==> config.mk <==
export PLATFORM = sky130hd
export DESIGN_NAME = complex_div_seq
export DESIGN_NICKNAME = d
export VERILOG_FILES = /design/src/rtl/complex_div_seq.sv
export SDC_FILE = /design/constraint.sdc
export NUM_CORES = 1
export LEC_CHECK = 0
export CORE_MARGIN = 3
export CORE_UTILIZATION = 70
export CTS_CLUSTER_SIZE = 16
export DETAILED_ROUTE_END_ITERATION = 10
export GPL_TIMING_DRIVEN = 0
export HOLD_SLACK_MARGIN = 0.15
export MAX_ROUTING_LAYER = met4
export PLACE_DENSITY = 0.84
export SYNTH_ARGS = -nofsm -noshare
export SYNTH_HDL_FRONTEND = slang
export SYNTH_SLANG_ARGS = --single-unit
==> constraint.sdc <==
create_clock -name clk -period 21.5 [get_ports clk]
set_input_delay 5.375 -clock clk [delete_from_list [all_inputs] [get_ports clk]]
set_output_delay 5.375 -clock clk [all_outputs]
set_load 0.03 [all_outputs]
==> src/rtl/complex_div_seq.sv <==
// Sequential complex divider on signed Q4.4 operands: one multiply cycle, then a
// 20-cycle restoring divide computing both quotient parts in parallel, with saturation.
module complex_div_seq (
  input  logic       clk,
  input  logic       rst,
  input  logic       start,
  input  logic [7:0] a,
  input  logic [7:0] aj,
  input  logic [7:0] b,
  input  logic [7:0] bj,
  output logic [7:0] c,
  output logic [7:0] cj,
  output logic       busy,
  output logic       done,
  output logic       ovf,
  output logic       div_zero
);

  // state | meaning
  // IDLE  | waiting for start, operands not yet captured
  // MUL   | form numerators and denominator from captured operands
  // DIV   | 20 restoring shift-subtract steps, both parts in parallel
  // DONE  | results valid, done pulse high
  typedef enum logic [1:0] {IDLE, MUL, DIV, DONE} state_t;

  state_t             state;
  logic signed [7:0]  a_r, aj_r, b_r, bj_r;
  logic [15:0]        den;
  logic [19:0]        dvd_re, dvd_im;
  logic [18:0]        quo_re, quo_im;
  logic [15:0]        rem_re, rem_im;
  logic               neg_re, neg_im;
  logic [4:0]         cnt;

  logic signed [15:0] p_ab, p_ajbj, p_ajb, p_abj, p_bb, p_bjbj;
  logic signed [16:0] num_re_c, num_im_c;
  logic [15:0]        den_c;
  logic [16:0]        sh_re, sh_im;
  logic               ge_re, ge_im;
  logic [15:0]        rem_nx_re, rem_nx_im;
  logic [19:0]        quo_nx_re, quo_nx_im;
  logic [8:0]         sat_re, sat_im;

  function automatic logic [15:0] mag(input logic signed [16:0] x);
    return x[16] ? 16'(-x) : 16'(x);
  endfunction

  // Returns {saturated, value}; a negative magnitude of exactly 128 is representable.
  function automatic logic [8:0] sat(input logic [19:0] q, input logic neg);
    logic [7:0] nq;
    nq = ~q[7:0] + 8'd1;
    if (!neg) return (q > 20'd127) ? 9'h17F : {1'b0, q[7:0]};
    return (q > 20'd128) ? 9'h180 : {1'b0, nq};
  endfunction

  assign p_ab   = a_r * b_r;
  assign p_ajbj = aj_r * bj_r;
  assign p_ajb  = aj_r * b_r;
  assign p_abj  = a_r * bj_r;
  assign p_bb   = b_r * b_r;
  assign p_bjbj = bj_r * bj_r;

  assign num_re_c = $signed({p_ab[15], p_ab}) + $signed({p_ajbj[15], p_ajbj});
  assign num_im_c = $signed({p_ajb[15], p_ajb}) - $signed({p_abj[15], p_abj});
  assign den_c    = $unsigned(p_bb) + $unsigned(p_bjbj);

  // Remainder stays below den (<= 32768), so 16 bits hold it between steps.
  always_comb begin
    sh_re     = {rem_re, dvd_re[19]};
    sh_im     = {rem_im, dvd_im[19]};
    ge_re     = sh_re >= {1'b0, den};
    ge_im     = sh_im >= {1'b0, den};
    rem_nx_re = ge_re ? 16'(sh_re - {1'b0, den}) : sh_re[15:0];
    rem_nx_im = ge_im ? 16'(sh_im - {1'b0, den}) : sh_im[15:0];
    quo_nx_re = {quo_re, ge_re};
    quo_nx_im = {quo_im, ge_im};
    sat_re    = sat(quo_nx_re, neg_re);
    sat_im    = sat(quo_nx_im, neg_im);
  end

  always_ff @(posedge clk or posedge rst) begin
    if (rst) begin
      state    <= IDLE;
      c        <= 8'h00;
      cj       <= 8'h00;
      busy     <= 1'b0;
      done     <= 1'b0;
      ovf      <= 1'b0;
      div_zero <= 1'b0;
      a_r      <= 8'sd0;
      aj_r     <= 8'sd0;
      b_r      <= 8'sd0;
      bj_r     <= 8'sd0;
      den      <= 16'd0;
      dvd_re   <= 20'd0;
      dvd_im   <= 20'd0;
      quo_re   <= 19'd0;
      quo_im   <= 19'd0;
      rem_re   <= 16'd0;
      rem_im   <= 16'd0;
      neg_re   <= 1'b0;
      neg_im   <= 1'b0;
      cnt      <= 5'd0;
    end else begin
      done <= 1'b0;
      case (state)
        IDLE: begin
          if (start) begin
            a_r   <= a;
            aj_r  <= aj;
            b_r   <= b;
            bj_r  <= bj;
            busy  <= 1'b1;
            state <= MUL;
          end
        end
        MUL: begin
          den    <= den_c;
          dvd_re <= {mag(num_re_c), 4'b0000};
          dvd_im <= {mag(num_im_c), 4'b0000};
          neg_re <= num_re_c[16];
          neg_im <= num_im_c[16];
          rem_re <= 16'd0;
          rem_im <= 16'd0;
          quo_re <= 19'd0;
          quo_im <= 19'd0;
          cnt    <= 5'd0;
          if (den_c == 16'd0) begin
            c        <= 8'h00;
            cj       <= 8'h00;
            ovf      <= 1'b0;
            div_zero <= 1'b1;
            done     <= 1'b1;
            state    <= DONE;
          end else begin
            state <= DIV;
          end
        end
        DIV: begin
          dvd_re <= {dvd_re[18:0], 1'b0};
          dvd_im <= {dvd_im[18:0], 1'b0};
          rem_re <= rem_nx_re;
          rem_im <= rem_nx_im;
          quo_re <= quo_nx_re[18:0];
          quo_im <= quo_nx_im[18:0];
          cnt    <= cnt + 5'd1;
          if (cnt == 5'd19) begin
            c        <= sat_re[7:0];
            cj       <= sat_im[7:0];
            ovf      <= sat_re[8] | sat_im[8];
            div_zero <= 1'b0;
            done     <= 1'b1;
            state    <= DONE;
          end
        end
        DONE: begin
          busy  <= 1'b0;
          state <= IDLE;
        end
        default: state <= IDLE;
      endcase
    end
  end

endmodule
==> impl_results.md <==
* Outcome: finished clean
* Critical path peak fanout at 10
* Compound-Gate Fraction of Synth Area at 0.09899
* Net count after synthesis at 3298
* PostCTS Resize Cnt at 0
* Initial Util at 0.7181
* CTS HTree Levels at 4
* Total congestion overflow at 0
* Number of global-route vias before repair at 21130
* Hold Crit Class: reg2reg
* Unique masters post-synth at 74
* Hold_sp: dvd_im[6]$_DFFE_PP0P_
* WHS at 489.3 ps
* Initial DRC Count at around 1700
* Adder-cell share of the synthesized area at 0.4168
* Die Wd at 195.2 um
* Hpwl dp at 54.21 mm
* CP Data Arrival Time at 9030 ps
* Post-synthesis xor/xnor area fraction at 0.04415
* Maxcap violations at 0
* Synth Area in Simple Gates at 0.1328
* Design area at 26780 sq um
* Mean area per synthesized cell at 9.397 sq um
* Antenna violations before repair at 2
* Worst r2r src: bj_r[7]$_DFFE_PP0P_
* Tcrit/Tclk final at 0.4054
* Remaining DRCs at 0
* Mapped cell area at 25050 sq um
* Hold Fails Final Rpt at 0
* Clk root buf: clkbuf_16
* Worst skew pair latency at 470 ps
* Sequential area share after synthesis at 0.1788
* Synth cell count leaders: inv_1, fa_1, ha_1, nand2_1, dfrtp_1
* Ys flop type: dfrtp_1
* CTS Buffer Depth at 2
* Synthesized flop and latch total at 179
* Max Fclk at approximately 110 MHz
* TritonCTS clock tree: yes
* Post-DR wirelength/cell at 21.61 um
* Largest net degree at the start of global routing at about 100
* Place WS at 12970 ps
* Multiplexer share of the synthesized area at 0.02852
* Worst Setup SP: bj_r[7]$_DFFE_PP0P_
* Routed vias/inst at 6.142
* Clock Skew at roughly 14 ps
* Sum Neg Setup Slack at 0 ps
* Largest family of logic cells by synthesized area: adder cells
* Clock transition time at the flip-flop clock pins of the worst setup and hold paths at 80 ps
* Pre-antenna DRT Iters at 7
* Fin worst setup slack at around 13000 ps
* Post-Synthesis Cells at 2666
* Top-area cell type share of the netlist area at 0.3165
* Footprint of the multi-input gates at approximately 18000 sq um
* Total CTS buffers at 17
* Ports at 55
* RSZ-0062 raised after global routing: false
* Synth Warn # at 0
* Worst Setup Start Kind: register
* Number of fill cells at 2376
* Placed cell area at 26200 sq um
* Layout cell share with drive strength beyond 1 at 0.03669
* Die span in y at 195.2 um
* Number of cell rows at 68
* Worst-margin pin slew at 1057 ps
* Most common cell in the netlist: inv_1
* Critical path class: reg2reg
* GRT Total Usage at 0.3901
* Min Tclk post-route at 8715 ps
* PortBufs at 54
* Setup Buffers After CTS at 0
* Core Region at 34880 sq um
* Synth area leaders: fa_1, dfrtp_1, ha_1
* Antenna Nets Post-Route at 0
* TritonCTS Sinks at 179
* Fin nets at 3372
* First-pass GRT wire length at 112.3 mm
* Area grow syn2layout at 6.912%
* Cts hold-fix bufs at 0
* Die Area at between 30000 and 40000 sq um
* Sequential cell area at 4479 sq um
* Post-synth EDFFs at 0
* Max-slew violations at 0
* Final setup viols at 0
* Async SR Flop Fraction at 1.000
* Area leader, netlist: fa_1
* CP Capture Type: register
* Slew Limit Headroom at 0.2954
* Req. time, crit path at 21810 ps
* Final GP Congestion at 1.000
* Detailed-route via count at between 15000 and 20000
* Total Routed Length at 69.41 mm
[metrics by stage]
stage	util	cells
finish	0.7678	3212
global route	0.7676	3210
CTS	0.7675	3208
detailed placement	0.7510	3176
global placement	0.7500	3175
floorplan	-	2666
[area by class of cell]
class,instances,share of cell area
flip-flops and latches,179,0.1672
well taps,455,0.02126
multi-input cells,1827,0.6746
diodes,4,0.0003737
clock inverters,11,0.004345
inverters,558,0.07848
repair buffers,55,0.02121
clock buffers,21,0.01719
plain buffers,102,0.01528
[routing by layer]
layer / up-vias / routed length, um / track usage
li1: 8578 / - / -
met1: 9901 / 26800 / 0.5026
met2: 1008 / 32360 / 0.6007
met3: 240 / 6800 / 0.09455
met4: 0 / 3444 / 0.1613
met5: - / 0 / -
[worst paths after layout]
kind,end,slack [ps],depth (start not counted)
max,dvd_im[19]$_DFFE_PP0P_,12780,24
min,dvd_im[6]$_DFFE_PP0P_,490,1
max reg2reg,dvd_im[19]$_DFFE_PP0P_,12780,24
min reg2reg,dvd_im[6]$_DFFE_PP0P_,490,1
max in group asynchronous,bj_r[5]$_DFFE_PP0P_,15200,3
min in group asynchronous,quo_re[9]$_DFFE_PP0P_,5360,2
[state kept, by name (all words and copies together) (netlist names)]
| signal | cells |
|---|---|
| aj_r | 8 |
| bj_r | 8 |
| rem_re | 16 |
| neg_im | 1 |
| dvd_im | 16 |
| state | 2 |
| b_r | 8 |
| cnt | 5 |
| quo_re | 19 |
| a_r | 8 |
| quo_im | 19 |
| den | 16 |
| rem_im | 16 |
| cj | 8 |
| done | 1 |
| busy | 1 |
| dvd_re | 16 |
| div_zero | 1 |
| neg_re | 1 |
| c | 8 |
| ovf | 1 |
[cell usage in the layout (no fill, tap or decap), types with 87 or more instances in the layout]
cell type and instances:
o21ai_0 96, and2_1 176, nor2_1 99, dfrtp_1 179, clkbuf_1 87, ha_1 201
inv_1 556, nand2_1 201, fa_1 396
[cells by family (layout without fill, tap and decap cells)]
kind of cell | after synthesis | in the layout
compound gates | 384 | 384
xor+xnor | 123 | 123
fa+ha+maj | 597 | 597
buf+inv | 660 | 747
flops | 179 | 179
mux | 64 | 64
other cells | 0 | 4
simple gates | 659 | 659
[critical path, stage by stage, from the launching register on]
cell and delay (ps):
dfrtp_1 550, clkbuf_1 650, inv_1 420, buf_1 410, nor2_1 200, ha_1 260, inv_1 80, fa_1 420
fa_1 520, fa_1 540, fa_1 550, inv_1 60, fa_1 570, inv_1 60, ha_1 210, or3_1 340
o211a_1 280, o31ai_1 320, a211oi_1 140, o21ai_0 330, clkbuf_1 400, nand2_1 250, and3_1 210, o311ai_0 550
o21ai_0 190
Power is left out: the tool's default activity adds up to more than one toggle a clock period on the data nets, which glitch-free logic cannot reach.
